$ cat config.mk
export PLATFORM = sky130hd
export DESIGN_NAME = irq_responder
export DESIGN_NICKNAME = d
export VERILOG_FILES = /design/src/rtl/irq_pkg.sv /design/src/rtl/irq_arbiter.sv /design/src/rtl/irq_responder.sv
export SDC_FILE = /design/constraint.sdc
export NUM_CORES = 1
export LEC_CHECK = 0
export ABC_AREA = 1
export BUFFER_PORTS_ARGS = -buffer_cell sky130_fd_sc_hd__buf_4
export CORE_MARGIN = 2
export CORE_UTILIZATION = 53
export CTS_CLUSTER_DIAMETER = 60
export CTS_CLUSTER_SIZE = 20
export DETAILED_ROUTE_END_ITERATION = 12
export PLACE_DENSITY = 0.82
export SLEW_MARGIN = 20
export SYNTH_ARGS = -nofsm -noshare
export SYNTH_HDL_FRONTEND = slang
export SYNTH_HIERARCHICAL = 1
export SYNTH_SLANG_ARGS = --single-unit
$ cat constraint.sdc
create_clock -name clk -period 2.8 [get_ports clk]
set_input_delay 0.14 -clock clk [delete_from_list [all_inputs] [get_ports clk]]
set_output_delay 0.14 -clock clk [all_outputs]
set_load 0.03 [all_outputs]
$ cat src/rtl/irq_pkg.sv
// Shared types and constants for the PIC interrupt responder.
package irq_pkg;

  // Responder control states.
  typedef enum logic [1:0] {
    ST_IDLE,
    ST_TAKE,
    ST_SERVICE,
    ST_RETURN
  } state_e;

  // Cause codes above the IRQ range (0-7 carry the PIC source id directly).
  localparam logic [3:0] CAUSE_ECALL  = 4'd8;
  localparam logic [3:0] CAUSE_EBREAK = 4'd9;
  localparam logic [3:0] CAUSE_NMI    = 4'd10;

  // Vector table entries are one word apart.
  localparam int VEC_SHIFT = 2;

  // Bit positions in the pending vector handed to the arbiter.
  localparam int PEND_IRQ    = 0;
  localparam int PEND_ECALL  = 1;
  localparam int PEND_EBREAK = 2;
  localparam int PEND_NMI    = 3;

  // Vector address for a given cause.
  function automatic logic [31:0] vec_addr(input logic [31:0] base, input logic [3:0] c);
    return base + (32'(c) << VEC_SHIFT);
  endfunction

endpackage

$ cat src/rtl/irq_arbiter.sv
// Fixed-priority encoder: NMI > EBREAK > ECALL > IRQ.
module irq_arbiter
  import irq_pkg::*;
(
  input  logic [3:0] pend,
  input  logic [2:0] irq_num,
  output logic       valid,
  output logic [3:0] cause
);

  // Pick the highest-priority pending source and encode its cause.
  always_comb begin
    valid = |pend;
    cause = '0;
    if (pend[PEND_NMI])         cause = CAUSE_NMI;
    else if (pend[PEND_EBREAK]) cause = CAUSE_EBREAK;
    else if (pend[PEND_ECALL])  cause = CAUSE_ECALL;
    else if (pend[PEND_IRQ])    cause = {1'b0, irq_num};
  end

endmodule

$ cat src/rtl/irq_responder.sv
// CPU-side responder for PIC interrupts, NMI, ECALL and EBREAK.
// Arbitrates at instruction boundaries, redirects fetch to VEC_BASE + 4*cause,
// saves the resume PC and returns to it on MRET.
// Optional build macro IRQ_NMI_NEST_EN: lets an NMI preempt an IRQ handler
// (second EPC slot, two nesting levels). Undefined: a single level only.
// The PIC request line is named int_req because "int" is a reserved word.
module irq_responder
  import irq_pkg::*;
#(
  parameter logic [31:0] VEC_BASE = 32'h0000_0100
) (
  input  logic        clk,
  input  logic        rst,
  input  logic        en_inter,
  input  logic        int_req,
  input  logic [2:0]  int_num,
  input  logic        nmi,
  input  logic        en_nmi,
  input  logic        en_ecall,
  input  logic        en_ebreak,
  input  logic        ecall,
  input  logic        ebreak,
  input  logic        instr_done,
  input  logic        mret,
  input  logic [31:0] pc_next,
  output logic        trap_take,
  output logic [31:0] trap_vec,
  output logic        ret_take,
  output logic [31:0] ret_pc,
  output logic        int_ack,
  output logic [2:0]  ack_num,
  output logic        in_handler,
  output logic [3:0]  cause,
  output logic        trap_err
);

  state_e      state_q, state_d;
  logic [3:0]  cause_d;
  logic [31:0] epc0_q, epc0_d;
  logic        nmi_prev_q, nmi_pend_q, nmi_pend_d;
  logic        nmi_rise, nmi_elig, nmi_taken;
  logic [3:0]  pend;
  logic        arb_valid;
  logic [3:0]  arb_cause;
  logic        err_d;
  logic        take_d, ret_d, ack_d, inh_d;
  logic        take_nested;
  logic [31:0] resume_pc;

  // An NMI edge seen this very cycle is eligible immediately, not a cycle later.
  assign nmi_rise = nmi & ~nmi_prev_q;
  assign nmi_elig = en_nmi & (nmi_pend_q | nmi_rise);
  assign nmi_pend_d = (nmi_pend_q | (nmi_rise & en_nmi)) & ~nmi_taken;

  assign pend[PEND_IRQ]    = int_req & en_inter;
  assign pend[PEND_ECALL]  = ecall & en_ecall;
  assign pend[PEND_EBREAK] = ebreak & en_ebreak;
  assign pend[PEND_NMI]    = nmi_elig;

  irq_arbiter u_arbiter (
    .pend    (pend),
    .irq_num (int_num),
    .valid   (arb_valid),
    .cause   (arb_cause)
  );

`ifdef IRQ_NMI_NEST_EN
  logic        nested_q, nested_d;
  logic [31:0] epc1_q, epc1_d;
  logic [3:0]  outer_q, outer_d;

  assign resume_pc   = nested_q ? epc1_q : epc0_q;
  assign take_nested = nested_d;

  // Second-level context: NMI epc and the preempted handler's cause.
  always_ff @(posedge clk or negedge rst) begin
    if (!rst) begin
      nested_q <= 1'b0;
      epc1_q   <= '0;
      outer_q  <= '0;
    end else begin
      nested_q <= nested_d;
      epc1_q   <= epc1_d;
      outer_q  <= outer_d;
    end
  end
`else
  assign resume_pc   = epc0_q;
  assign take_nested = 1'b0;
`endif

  // Next-state and context update.
  // NOTE: every signal written here gets a default first, so no path leaves
  // it unassigned and no latch is inferred.
  always_comb begin
    state_d   = state_q;
    cause_d   = cause;
    epc0_d    = epc0_q;
    nmi_taken = 1'b0;
    err_d     = 1'b0;
`ifdef IRQ_NMI_NEST_EN
    nested_d  = nested_q;
    epc1_d    = epc1_q;
    outer_d   = outer_q;
`endif
    unique case (state_q)
      ST_IDLE: begin
        if (instr_done && arb_valid) begin
          state_d   = ST_TAKE;
          cause_d   = arb_cause;
          epc0_d    = pc_next;
          nmi_taken = (arb_cause == CAUSE_NMI);
        end
      end
      ST_TAKE: state_d = ST_SERVICE;
      ST_SERVICE: begin
        // Synchronous exceptions cannot be taken inside a handler.
        err_d = instr_done & (pend[PEND_ECALL] | pend[PEND_EBREAK]);
        if (instr_done && mret) begin
          state_d = ST_RETURN;
        end
`ifdef IRQ_NMI_NEST_EN
        else if (instr_done && nmi_elig && !nested_q && !cause[3]) begin
          state_d   = ST_TAKE;
          outer_d   = cause;
          cause_d   = CAUSE_NMI;
          epc1_d    = pc_next;
          nested_d  = 1'b1;
          nmi_taken = 1'b1;
        end
`endif
      end
      ST_RETURN: begin
        state_d = ST_IDLE;
`ifdef IRQ_NMI_NEST_EN
        if (nested_q) begin
          state_d  = ST_SERVICE;
          cause_d  = outer_q;
          nested_d = 1'b0;
        end
`endif
      end
      default: state_d = ST_IDLE;
    endcase
  end

  // Output strobes are decoded from the next state so they register in
  // the same edge that enters TAKE or RETURN.
  assign take_d = (state_d == ST_TAKE);
  assign ret_d  = (state_d == ST_RETURN);
  assign ack_d  = take_d & ~cause_d[3];
  assign inh_d  = (state_d == ST_SERVICE) | ret_d | (take_d & take_nested);

  // State and first-level context registers.
  // NOTE: sequential state uses non-blocking assignments only; every flop,
  // context included, has a defined reset value since reset may land mid-trap.
  always_ff @(posedge clk or negedge rst) begin
    if (!rst) begin
      state_q    <= ST_IDLE;
      cause      <= '0;
      epc0_q     <= '0;
      nmi_prev_q <= 1'b0;
      nmi_pend_q <= 1'b0;
    end else begin
      state_q    <= state_d;
      cause      <= cause_d;
      epc0_q     <= epc0_d;
      nmi_prev_q <= nmi;
      nmi_pend_q <= nmi_pend_d;
    end
  end

  // Registered outputs; data fields are zero outside their strobe.
  always_ff @(posedge clk or negedge rst) begin
    if (!rst) begin
      trap_take  <= 1'b0;
      trap_vec   <= '0;
      ret_take   <= 1'b0;
      ret_pc     <= '0;
      int_ack    <= 1'b0;
      ack_num    <= '0;
      in_handler <= 1'b0;
      trap_err   <= 1'b0;
    end else begin
      trap_take  <= take_d;
      trap_vec   <= take_d ? vec_addr(VEC_BASE, cause_d) : '0;
      ret_take   <= ret_d;
      ret_pc     <= ret_d ? resume_pc : '0;
      int_ack    <= ack_d;
      ack_num    <= ack_d ? cause_d[2:0] : '0;
      in_handler <= inh_d;
      trap_err   <= err_d;
    end
  end

endmodule

[After elaboration in Yosys (flattened, before gate mapping)]
Cells that the tools add are included.
Word-level totals
  register bits after elaboration: 90
  input port bits: 47
  output and inout bits: 76
Operators by class
  add/subtract/negate cells: 1
  eq/ne operators: 7
  multiplexer cells: 15
  bitwise logic cells: 16
  reductions and logical operators: 5
Operator list (count)
  two-way mux 32 bit: 1
  two-way mux 4 bit: 5
  adder 9 x 6 -> 10 bit, first input constant: 1
  two-way mux 10 bit: 1
  AND 1 bit: 9
  == test 2 bit, second input constant: 4
  one-hot mux 2 bit (4 select lines): 1
  two-way mux 3 bit: 2
  == test 2 x 1 -> 1 bit, second input constant: 2
  == test 4 bit, second input constant: 1
  two-way mux 2 bit: 2
  bitwise OR 1 bit: 4
  OR reduction 4 bit: 1
  two-way mux 1 bit: 3
  inverter 1 bit: 3
  logical AND 1 bit: 2
  logical NOT 2 bit: 1
  AND reduction 2 bit: 1

[Depth between registers and ports, before layout]
Gate-level depths: netlist of run 1.
  word-level depth: 11
  gate-level depth with buffers: 12
  mapped depth without buffers: 11

[By module]
Netlist of run 1, hierarchy kept.
Modules (own cells, without submodules)
  irq_responder: times used 1, cells each 311, area each 3296.9 um^2
  irq_arbiter: times used 1, cells each 13, area each 61.3 um^2

[Worst setup path before layout of run 1]
No wires, ideal clock.
  kind: register to register
  from: reg nmi_prev_q
  to: reg epc0_q[10]
  setup time: 0.126 ns
  arrival time: 1.407 ns
  required time: 2.674 ns
  setup slack: 1.267 ns
  stages on the path, launching flop included: 11
  period minus slack after synthesis: 1.533 ns
  path through: dfrtp_1 inv_1 a31oi_1 nor2_1 inv_1 nand3_1 nand3_2 inv_2 buf_6 buf_4 o21ai_0
On the way
  longest elaborated chain between the ends: 7
Ends and longest elaborated chain
  from (decl): line irq_responder.sv:40  | logic nmi_prev_q, nmi_pend_q, nmi_pend_d;
  from (signal assigned): line irq_responder.sv:168  | nmi_prev_q <= nmi;
  inverter 1 bit: line irq_responder.sv:51  | assign nmi_rise = nmi & ~nmi_prev_q;
  AND 1 bit: line irq_responder.sv:51
  bitwise OR 1 bit: line irq_responder.sv:52  | assign nmi_elig = en_nmi & (nmi_pend_q | nmi_rise);
  AND 1 bit: line irq_responder.sv:52
  net nmi_elig: line irq_responder.sv:41  | logic nmi_rise, nmi_elig, nmi_taken;
  OR reduction 4 bit: line irq_arbiter.sv:13  | valid = |pend;
  net arb_valid: line irq_responder.sv:43  | logic arb_valid;
  logical AND 1 bit: line irq_responder.sv:108  | if (instr_done && arb_valid) begin
  AND reduction 2 bit (no line)
  to (signal assigned): line irq_responder.sv:167  | epc0_q <= epc0_d;
  to (decl): line irq_responder.sv:39  | logic [31:0] epc0_q, epc0_d;
The timed path passes the listed nets, and every way through them passes these cells.
A chain may end at the register's enable or synchronous reset.

[Worst setup path after layout of run 1]
  from: in nmi
  to: reg trap_vec[5]
On the way
  longest elaborated chain between the ends: 9
Ends and longest elaborated chain
  from (decl): line irq_responder.sv:17  | input logic nmi,
  AND 1 bit: line irq_responder.sv:51
  bitwise OR 1 bit: line irq_responder.sv:52
  AND 1 bit: line irq_responder.sv:52
  net nmi_elig: line irq_responder.sv:41
  OR reduction 4 bit: line irq_arbiter.sv:13
  net arb_valid: line irq_responder.sv:43
  logical AND 1 bit: line irq_responder.sv:108
  two-way mux 4 bit: line irq_responder.sv:108
  two-way mux 4 bit: line irq_responder.sv:106  | unique case (state_q)
  net cause_d[3]: line irq_responder.sv:38  | logic [3:0] cause_d;
  adder 9 x 6 -> 10 bit: line irq_pkg.sv:28  | return base + (32'(c) << VEC_SHIFT);
  two-way mux 10 bit: line irq_responder.sv:186  | trap_vec <= take_d ? vec_addr(VEC_BASE, cause_d) : '0;
  to (signal assigned): line irq_responder.sv:186
  to (decl): line irq_responder.sv:27  | output logic [31:0] trap_vec,
The timed path passes the listed nets, and every way through them passes these cells.

==> results.toml, run 1 <==
[placement]
gp_congestion = 0.763
hpwl_um = 4030
dp_slack_ns = 0.741
io_buffers = 95

[setup_path]
worstSetupPathType = "input pin to flip-flop"
critPathLaunchType = "input pin"
cp_slowest_cell = "dlygate4sd3_1"
crit_chain = "dlygate4sd3_1, buf_4, a31oi_1, nor2_1, inv_1, nand3_1, nand3_2, inv_2, nand2_1, o21ai_2, inv_1, nor2_1"
end_kind = "flip-flop"
arrival_ns = 2.42
worst_path_dominant_cell_family = "buffers and inverters"
cp_max_fo = 27
cpPeakStageDelay_ns = 0.53
required_ns = 3.08
path_buf_inv = 5

[pwr]
p_comb_frac = 0.400
ir_drop_mv = 0.799
p_seq_frac = 0.404
leakage_uw = 0.00238
powerDensity_mw_per_mm2 = 1000
p_int_uw = 2610
switching_share = 0.398
p_switching_uw = 1730
p_clk_frac = 0.196

[timing]
skew_ns = 0.00651
tightest_slew_ns = 0.715
setup_viol_count_final = 0
setup_tns_ns = 0
post-route-period-util = 0.766
final_max_slew_viol_count = 0
whs_ns = 0.0128
fmax_mhz = 466
fin_crit_ns = 2.14
max-slew-margin-rel = 0.523
rsz0062_at_grt = "no"
post-route-worst-setup-slack_ns = 0.656
hold_viol = 0

[logic_synthesis]
netlist.area_leader.share = 0.618
ys_seq_area_frac = 0.618
syn_inst = 324
syn_avg_cell_area_um2 = 10.4
synth_cell_types = 22
yosys_warnings = 6
yosys-top-cells-area = "dfrtp_1, buf_4, nand2_1"
netlist_area_mm2 = 0.00336
synth_top_area_cell = "dfrtp_1"
synth-seq-cells = 83

[grt]
grt_max_degree = 84
grt.overflow.total = 0
grt_usage = 0.190
grt_antenna_before_repair = 0
grt_pass1_vias = 2353
grt_pass1_wl_um = 10600

[routing]
detail_route.wl_per_cell_um = 11.8
drt_first_pass_iters = 4
drcViolationCount = 0
wirelength_um = 6100
ant_nets = 0
num_vias = 2305
vias_per_cell = 4.44
dr.first_iter.drc_count = 75

[clock_tree]
cts_root_buf = "clkbuf_8"
htreeDepth = 3
cts_hold_buf = 18
cts_resized = 0
clk_path_buf_depth = 2
cts_buffers = 9
cts_setup_buffers = 0
numClockSinks = 83
clock_latency_ns = 0.34
clk_pin_slew_worst_paths_ns = 0.09
cts_tree = "done"

[outcome]
status = "finished clean"

[floorplan]
dieArea_mm2 = 0.00699
die_h_um = 83.6
core-area_mm2 = 0.00624
die_w_um = 83.6
start_util = 0.538
rows = 29
io_pins = 123

[finish]
mostFrequentLayoutCell = "buf_4"
diodes = 0
final_cell_mix = "buf_4, dfrtp_1, nand2_1"
fin_nets = 487
drive_above_1_share = 0.324
fillers = 485
area_delta_synth_final_pct = 29.2
finish.utilization = 0.695

[job]
maxCapViolCount = 0

[min_path]
worstHoldPathType = "input pin to flip-flop"
==> per-layer routing <==
| layer | up-vias | global-route usage | routed length (um) |
|---|---|---|---|
| met5 | - | 0 | 0 |
| li1 | 1142 | - | - |
| met3 | 12 | 0.0495 | 420 |
| met2 | 81 | 0.312 | 2960 |
| met4 | 0 | 0.0704 | 96 |
| met1 | 1070 | 0.244 | 2620 |
==> cells by family (layout without fill, tap and decap cells) <==
group	Yosys count	count (layout)	share of synthesized area
AND/OR/NAND/NOR	110	110	0.145
buffers and inverters	90	182	0.156
flip-flops	83	83	0.618
AO/OA/AOI/OAI	37	37	0.0678
adder cells (fa/ha/maj)	3	3	0.0112
other	1	27	0.00112
==> through the flow <==
stage / area (um2) / std cells / power [uW]
after floorplan: 3460 / 350 / 3050
after global routing: 4340 / 519 / 4640
after detailed placement: 3960 / 485 / 3510
final: 4340 / 519 / 4350
after CTS: 4340 / 519 / 4390
after global placement: 3960 / 485 / 3450
==> sequential cells by signal (all words and copies together), names as in the netlist <==
name	flops
int_ack	1
nmi_prev_q	1
nmi_pend_q	1
in_handler	1
ret_take	1
trap_vec	5
ack_num	3
trap_err	1
epc0_q	32
ret_pc	32
cause	4
state_q	1
==> power by group through the flow <==
stage	sequential, uW	combinational [uW]	clock, uW
6_report	1750	1740	852
5_1_grt	1800	1920	919
4_1_cts	1760	1760	870
3_5_place_dp	1780	1730	0
3_3_place_gp	1770	1680	0
2_1_floorplan	2150	905	0
==> cell usage after synthesis (all sizes together) <==
library cell	count
nand4	3
inv	52
nand2	54
a21oi	2
ha	3
o21ai	34
nor2	44
buf	38
conb	1
a31oi	1
dfrtp	83
nand3	9
==> area by class of cell <==
cell class	instances	area (um2)	share of cell area
multi-input cells	177	853	0.197
clock buffers	9	124	0.0285
clock inverters	7	77.6	0.0179
flip-flops and latches	83	2080	0.479
well taps	77	96.3	0.0222
inverters	52	195	0.0450
repair buffers	114	917	0.211
==> path summary, 6_finish.rpt <==
kind,cells after the start,endpoint,start,slack (ns)
min in group asynchronous,2,ret_pc[22]$_DFF_PN0_,rst,0.39
hold / removal,3,epc0_q[9]$_DFFE_PN0P_,pc_next[9],0.01
max in group asynchronous,2,ack_num[0]$_DFF_PN0_,rst,1.91
hold reg to reg,2,ret_pc[28]$_DFF_PN0_,epc0_q[28]$_DFFE_PN0P_,0.49
setup / recovery,12,trap_vec[5]$_DFF_PN0_,nmi,0.66
setup reg to reg,11,trap_vec[5]$_DFF_PN0_,nmi_prev_q$_DFF_PN0_,0.70
==> worst reg2reg max path, delay by kind of cell (launching register included) <==
kind | cells | cell delay, ns
and+or+nand+nor | 5 | 0.78
buffers and inverters | 4 | 0.65
DFF | 1 | 0.37
AOI/OAI and AO/OA | 2 | 0.26
No activity file was read; power rests on OpenSTA's default activity.
==> run 2, diff against run 1 <==
ABC_AREA = 0   (was 1)
CORE_UTILIZATION = 50   (was 53)
PLACE_DENSITY = 0.77   (was 0.82)
clock period = 2.12 ns   (was 2.8 ns; I/O delays follow)
==> run 2 against run 1 <==
Compared with the run above: the run now ends with negative setup slack left; non-clock buffer count increased by 29; critical path type is now flip-flop to flip-flop; core utilization rose by 4.1 points; first-iteration DRC count decreased by 6.7%.
==> results.toml, run 2 <==
[outcome]
status = "finished, violations left"
violations = "negative setup slack"

[placement]
hpwl_um = 4140
io_buffers = 95
gp_congestion = 0.841
dp_slack_ns = -0.0516
placed_cells = 422

[finish]
instances_no_fill = 479
diodes = 0
fin_nets = 428
mostFrequentLayoutCell = "buf_4"
top_regs = "epc0_q (32), ret_pc (32), trap_vec (5)"
area_delta_synth_final_pct = 42.9
drive_above_1_share = 0.491
seq_area_mm2 = 0.00208
multi_input_comb_area_mm2 = 0.00127
final_cell_mix = "buf_4, dfrtp_1, dlygate4sd3_1"
fillers = 439

[logic_synthesis]
yosys_warnings = 6
netlist.area_leader.share = 0.593
synth_cell_types = 35
synthTopCellsByCount = "dfrtp_1, mux2_2, buf_4, nor4bb_1, nor4bb_2"
netlist_area_mm2 = 0.00350
synth.most_common_cell = "dfrtp_1"
syn_avg_cell_area_um2 = 14.6
syn_inst = 239
synth_top_area_cell = "dfrtp_1"
synthArstFlopShare = 1.00
synth_edf_count = 0
ys_seq_area_frac = 0.593
yosys-top-cells-area = "dfrtp_1, mux2_2, buf_4"
synth-seq-cells = 83
synthFlopType = "dfrtp_1"

[clock_tree]
htreeDepth = 3
clock_latency_ns = 0.35
cts_tree = "done"
clk_path_buf_depth = 2
numClockSinks = 83
cts_buffers = 9
cts_root_buf = "clkbuf_8"
clk_pin_slew_worst_paths_ns = 0.08

[setup_path]
cp_max_fo = 10
worstSetupPathType = "flip-flop to flip-flop"
critPathLaunch = "nmi_pend_q$_DFF_PN0_"
arrival_ns = 2.38
end_kind = "flip-flop"
r2r-start = "nmi_pend_q$_DFF_PN0_"
critPathLaunchType = "flip-flop"
required_ns = 2.34

[floorplan]
die_w_um = 87.7
io_pins = 123
start_util = 0.515
core-area_mm2 = 0.00679
die_h_um = 87.7
dieArea_mm2 = 0.00768
rows = 30

[timing]
fin_crit_ns = 2.15
post-route-worst-setup-slack_ns = -0.0349
setup_viol_count_final = 23
skew_ns = 0.00863
post-route-period-util = 1.02
max-slew-margin-rel = 0.519
fmax_mhz = 464
hold_viol = 0
rsz0062_at_grt = "yes"
final_max_slew_viol_count = 0
tightest_slew_ns = 0.722
whs_ns = 0.0665

[grt]
grt_pass1_vias = 2206
grt.overflow.total = 0
grt_usage = 0.185
grt_max_degree = 84
grt_antenna_before_repair = 0
grt_pass1_wl_um = 10600

[pwr]
p_int_uw = 4690
p_seq_frac = 0.339
power_uw = 7290
leakage_uw = 0.00245
p_clk_frac = 0.189
ir_drop_mv = 0.794
p_comb_frac = 0.472
powerDensity_mw_per_mm2 = 1460
switching_share = 0.357
p_switching_uw = 2600

[min_path]
hold_path.startpoint = "instr_done"
worstHoldPathType = "input pin to flip-flop"

[routing]
detail_route.wl_per_cell_um = 14.6
drcViolationCount = 0
drt_first_pass_iters = 6
ant_nets = 0
dr.first_iter.drc_count = 70
vias_per_cell = 4.67
num_vias = 2237
wirelength_um = 6980

[job]
maxCapViolCount = 0
==> run 2: cell types whose count changed after synthesis, moves of 7 or more <==
cell | previous run | this run
mux2_2 | 0 | 32
o21ai_0 | 19 | 0
inv_1 | 49 | 8
nor2_1 | 31 | 8
nand2_1 | 51 | 2
nor2_2 | 13 | 1
nor4bb_2 | 0 | 13
nand3_1 | 8 | 1
nor4bb_1 | 0 | 19
o21ai_2 | 10 | 0
==> run 2: power groups by stage <==
stage                     clock network [uW]  logic, uW  registers [uW]
after detailed placement                   0       3170            2490
after floorplan                            0       1700            3050
final                                   1380       3440            2470
after CTS                               1410       3270            2470
after global routing                    1480       3670            2550
after global placement                     0       3110            2460
==> run 2: logic make-up after synthesis <==
logic type	share of synthesized area
adder cells (fa/ha/maj)	0.0107
AO/OA/AOI/OAI	0.0204
other	0.00107
multiplexers	0.116
AND/OR/NAND/NOR	0.161
flip-flops	0.593
buffers and inverters	0.0976
==> run 2: path summary, 6_finish.rpt <==
check / to / slack [ns] / depth (start not counted)
max: ret_pc[13]$_DFF_PN0_ / -0.03 / 9
min: trap_err$_DFF_PN0_ / 0.07 / 2
max reg2reg: ret_pc[13]$_DFF_PN0_ / -0.03 / 9
min reg2reg: epc0_q[6]$_DFFE_PN0P_ / 0.50 / 1
max in group asynchronous: cause[3]$_DFF_PN0_ / 1.25 / 2
min in group asynchronous: ret_pc[26]$_DFF_PN0_ / 0.36 / 2
==> run 2: per-stage QoR <==
stage	cell area (um2)	utilization	TNS (ns)
4_1_cts	4870	0.716	-0.0113
2_1_floorplan	3600	-	0
3_3_place_gp	4240	0.624	0
3_5_place_dp	4240	0.624	-0.187
6_report	5000	0.736	-0.500
5_1_grt	5000	0.736	-2.77
==> run 2: metal layers <==
| metal | vias up | wire length, um | track usage |
|---|---|---|---|
| met5 | - | 0 | 0 |
| met4 | 0 | 127 | 0.0881 |
| met3 | 11 | 312 | 0.0528 |
| met2 | 74 | 3850 | 0.315 |
| met1 | 1097 | 2680 | 0.216 |
| li1 | 1055 | - | - |
==> run 2: area by class of cell <==
type,count,area share
clock buffer,10,0.0275
clock inverter,6,0.0225
inverter,8,0.00600
multi-input combinational,133,0.254
sequential,83,0.415
tap,96,0.0240
timing repair buffer,143,0.251
==> run 2: critical path, stage by stage (launching register included) <==
cell	delay, ns
dfrtp_1	0.39
a31oi_2	0.19
nor2b_2	0.07
or3_4	0.38
or2_4	0.29
nand2b_4	0.15
a21oi_4	0.21
buf_6	0.16
buf_12	0.13
nor4bb_1	0.06
==> run 2: timing repair <==
item | in CTS | in global routing
endpoints found under the hold margin | 116 | 0
setup buffers | 0 | 4
cloned | 0 | 3
hold buffers | 34 | 0
pin swaps | 1 | 7
setup endpoints to repair | 12 | 76
resized for setup | 6 | 7
==> run 3, diff against run 2 <==
REMOVE_ABC_BUFFERS = 1   (was not set)
SKIP_LAST_GASP = 1   (was not set)
==> run 3 against run 2 <==
Compared with the run above: the run now ends clean; clock power is 21% lower; power down 3.2%; sequential power about the same; largest cell class unchanged; largest power group unchanged; setup slack improved by 0.058 ns; sequential share of layout area grew 0.54 points; fmax increased by 2.8%; non-clock buffer count stayed put.
==> results.toml, run 3 (synthesized netlist as in run 2, its figures left out) <==
[clock_tree]
clk_path_buf_depth = 2
clk_pin_slew_worst_paths_ns = 0.08
cts_buffers = 9
numClockSinks = 83
htreeDepth = 3
cts_tree = "done"
clock_latency_ns = 0.34
cts_root_buf = "clkbuf_8"

[grt]
grt_antenna_before_repair = 0
grt_pass1_wl_um = 11000
grt_pass1_vias = 2327
grt_max_degree = 47
grt_usage = 0.191
grt.overflow.total = 0

[setup_path]
cp_max_fo = 16
cpPeakStageDelay_ns = 0.38
cp_slowest_cell = "dfrtp_1"
worst_path_dominant_cell_family = "simple AND/OR/NAND/NOR gates"
arrival_ns = 2.33
path_buf_inv = 1
worstSetupPathType = "flip-flop to flip-flop"
critPathLaunchType = "flip-flop"
required_ns = 2.35
crit_chain = "a31oi_2, nor2b_2, or3_4, or2_4, nand3_4, clkbuf_16, mux2_2"
end_kind = "flip-flop"

[routing]
ant_nets = 0
met3WireLength_um = 561
wirelength_um = 7440
drt-met1-wl_um = 3050
drcViolationCount = 0
wl_met2_um = 3730
vias_per_cell = 4.77
drt_first_pass_iters = 4
detail_route.wl_per_cell_um = 15.6
num_vias = 2279
dr.max_layer_used = "met4"
dr.first_iter.drc_count = 76

[finish]
finish.utilization = 0.727
mostFrequentLayoutCell = "buf_4"
seq_area_mm2 = 0.00208
final_cell_mix = "buf_4, dfrtp_1, dlygate4sd3_1"
drive_above_1_share = 0.490
fillers = 467
top_regs = "epc0_q (32), ret_pc (32), trap_vec (5)"
fin_nets = 428
area_delta_synth_final_pct = 41.1
multi_input_comb_area_mm2 = 0.00123
diodes = 0

[floorplan]
io_pins = 123
rows = 30
start_util = 0.515
die_w_um = 87.7
die_h_um = 87.7
dieArea_mm2 = 0.00768
core-area_mm2 = 0.00679

[placement]
dp_slack_ns = 0.00833
gp_congestion = 0.704
hpwl_um = 4480
io_buffers = 95

[timing]
hold_viol = 0
final_max_slew_viol_count = 0
rsz0062_at_grt = "yes"
max-slew-margin-rel = 0.664
fin_crit_ns = 2.10
whs_ns = 0.0707
tightest_slew_ns = 0.504
setup_viol_count_final = 0
skew_ns = 0.00708
post-route-period-util = 0.989
post-route-worst-setup-slack_ns = 0.0232
fmax_mhz = 477

[pwr]
ir_drop_mv = 0.769
leakage_uw = 0.00242
power_uw = 7060
powerDensity_mw_per_mm2 = 1430

[min_path]
worstHoldPathType = "input pin to flip-flop"

[outcome]
status = "finished clean"

[job]
maxCapViolCount = 0
[run 3: changes by cell type in the layout (fill, tap and decap cells not counted), moves of 2 or more]
cell / change
bufinv_16: -2
clkinv_2: +2
mux2i_2: +3
buf_6: -2
mux2i_4: -3
[run 3: area by class of cell]
type / count / share of cell area
flip-flops and latches: 83 / 0.421
repair buffers: 143 / 0.260
inverters: 8 / 0.00608
clock buffers: 10 / 0.0279
well taps: 96 / 0.0243
clock inverters: 5 / 0.0109
multi-input cells: 133 / 0.250
[run 3: stage by stage]
stage	cell area (um2)	cells	setup TNS, ns
floorplan	3290	224	-37.48
global placement	4250	424	0
detailed placement	4250	424	0
CTS	4790	473	-0.0499
global route	4940	478	-0.675
finish	4940	478	0
[run 3: timing repair]
action | in CTS | in global routing
gates cloned | 0 | 4
resized for setup | 0 | 10
hold buffers | 34 | 0
buffers inserted | 0 | 1
setup endpoints to repair | 11 | 76
pin swaps | 0 | 2
hold endpoints to repair | 70 | 0
[run 3: final timing paths]
path	from	endpoint	slack, ns	depth (start not counted)
setup / recovery	nmi_pend_q$_DFF_PN0_	epc0_q[8]$_DFFE_PN0P_	0.02	7
hold / removal	instr_done	trap_err$_DFF_PN0_	0.07	2
setup reg to reg	nmi_pend_q$_DFF_PN0_	epc0_q[8]$_DFFE_PN0P_	0.02	7
hold reg to reg	epc0_q[26]$_DFFE_PN0P_	epc0_q[26]$_DFFE_PN0P_	0.50	1
max in group asynchronous	rst	epc0_q[19]$_DFFE_PN0P_	1.24	3
min in group asynchronous	rst	trap_vec[5]$_DFF_PN0_	0.27	2
[run 3: power breakdown]
group | leakage [uW] | internal, uW | switching (uW)
clock | 0.000102 | 565 | 525
sequential | 0.00106 | 2210 | 268
combinational | 0.00126 | 1680 | 1810
total | 0.00242 | 4460 | 2600
[run 3: per-layer routing]
metal | vias up | GRT usage
met4 | 0 | 0.0769
met2 | 102 | 0.324
met1 | 1116 | 0.230
met5 | - | 0
met3 | 10 | 0.0547
li1 | 1051 | -
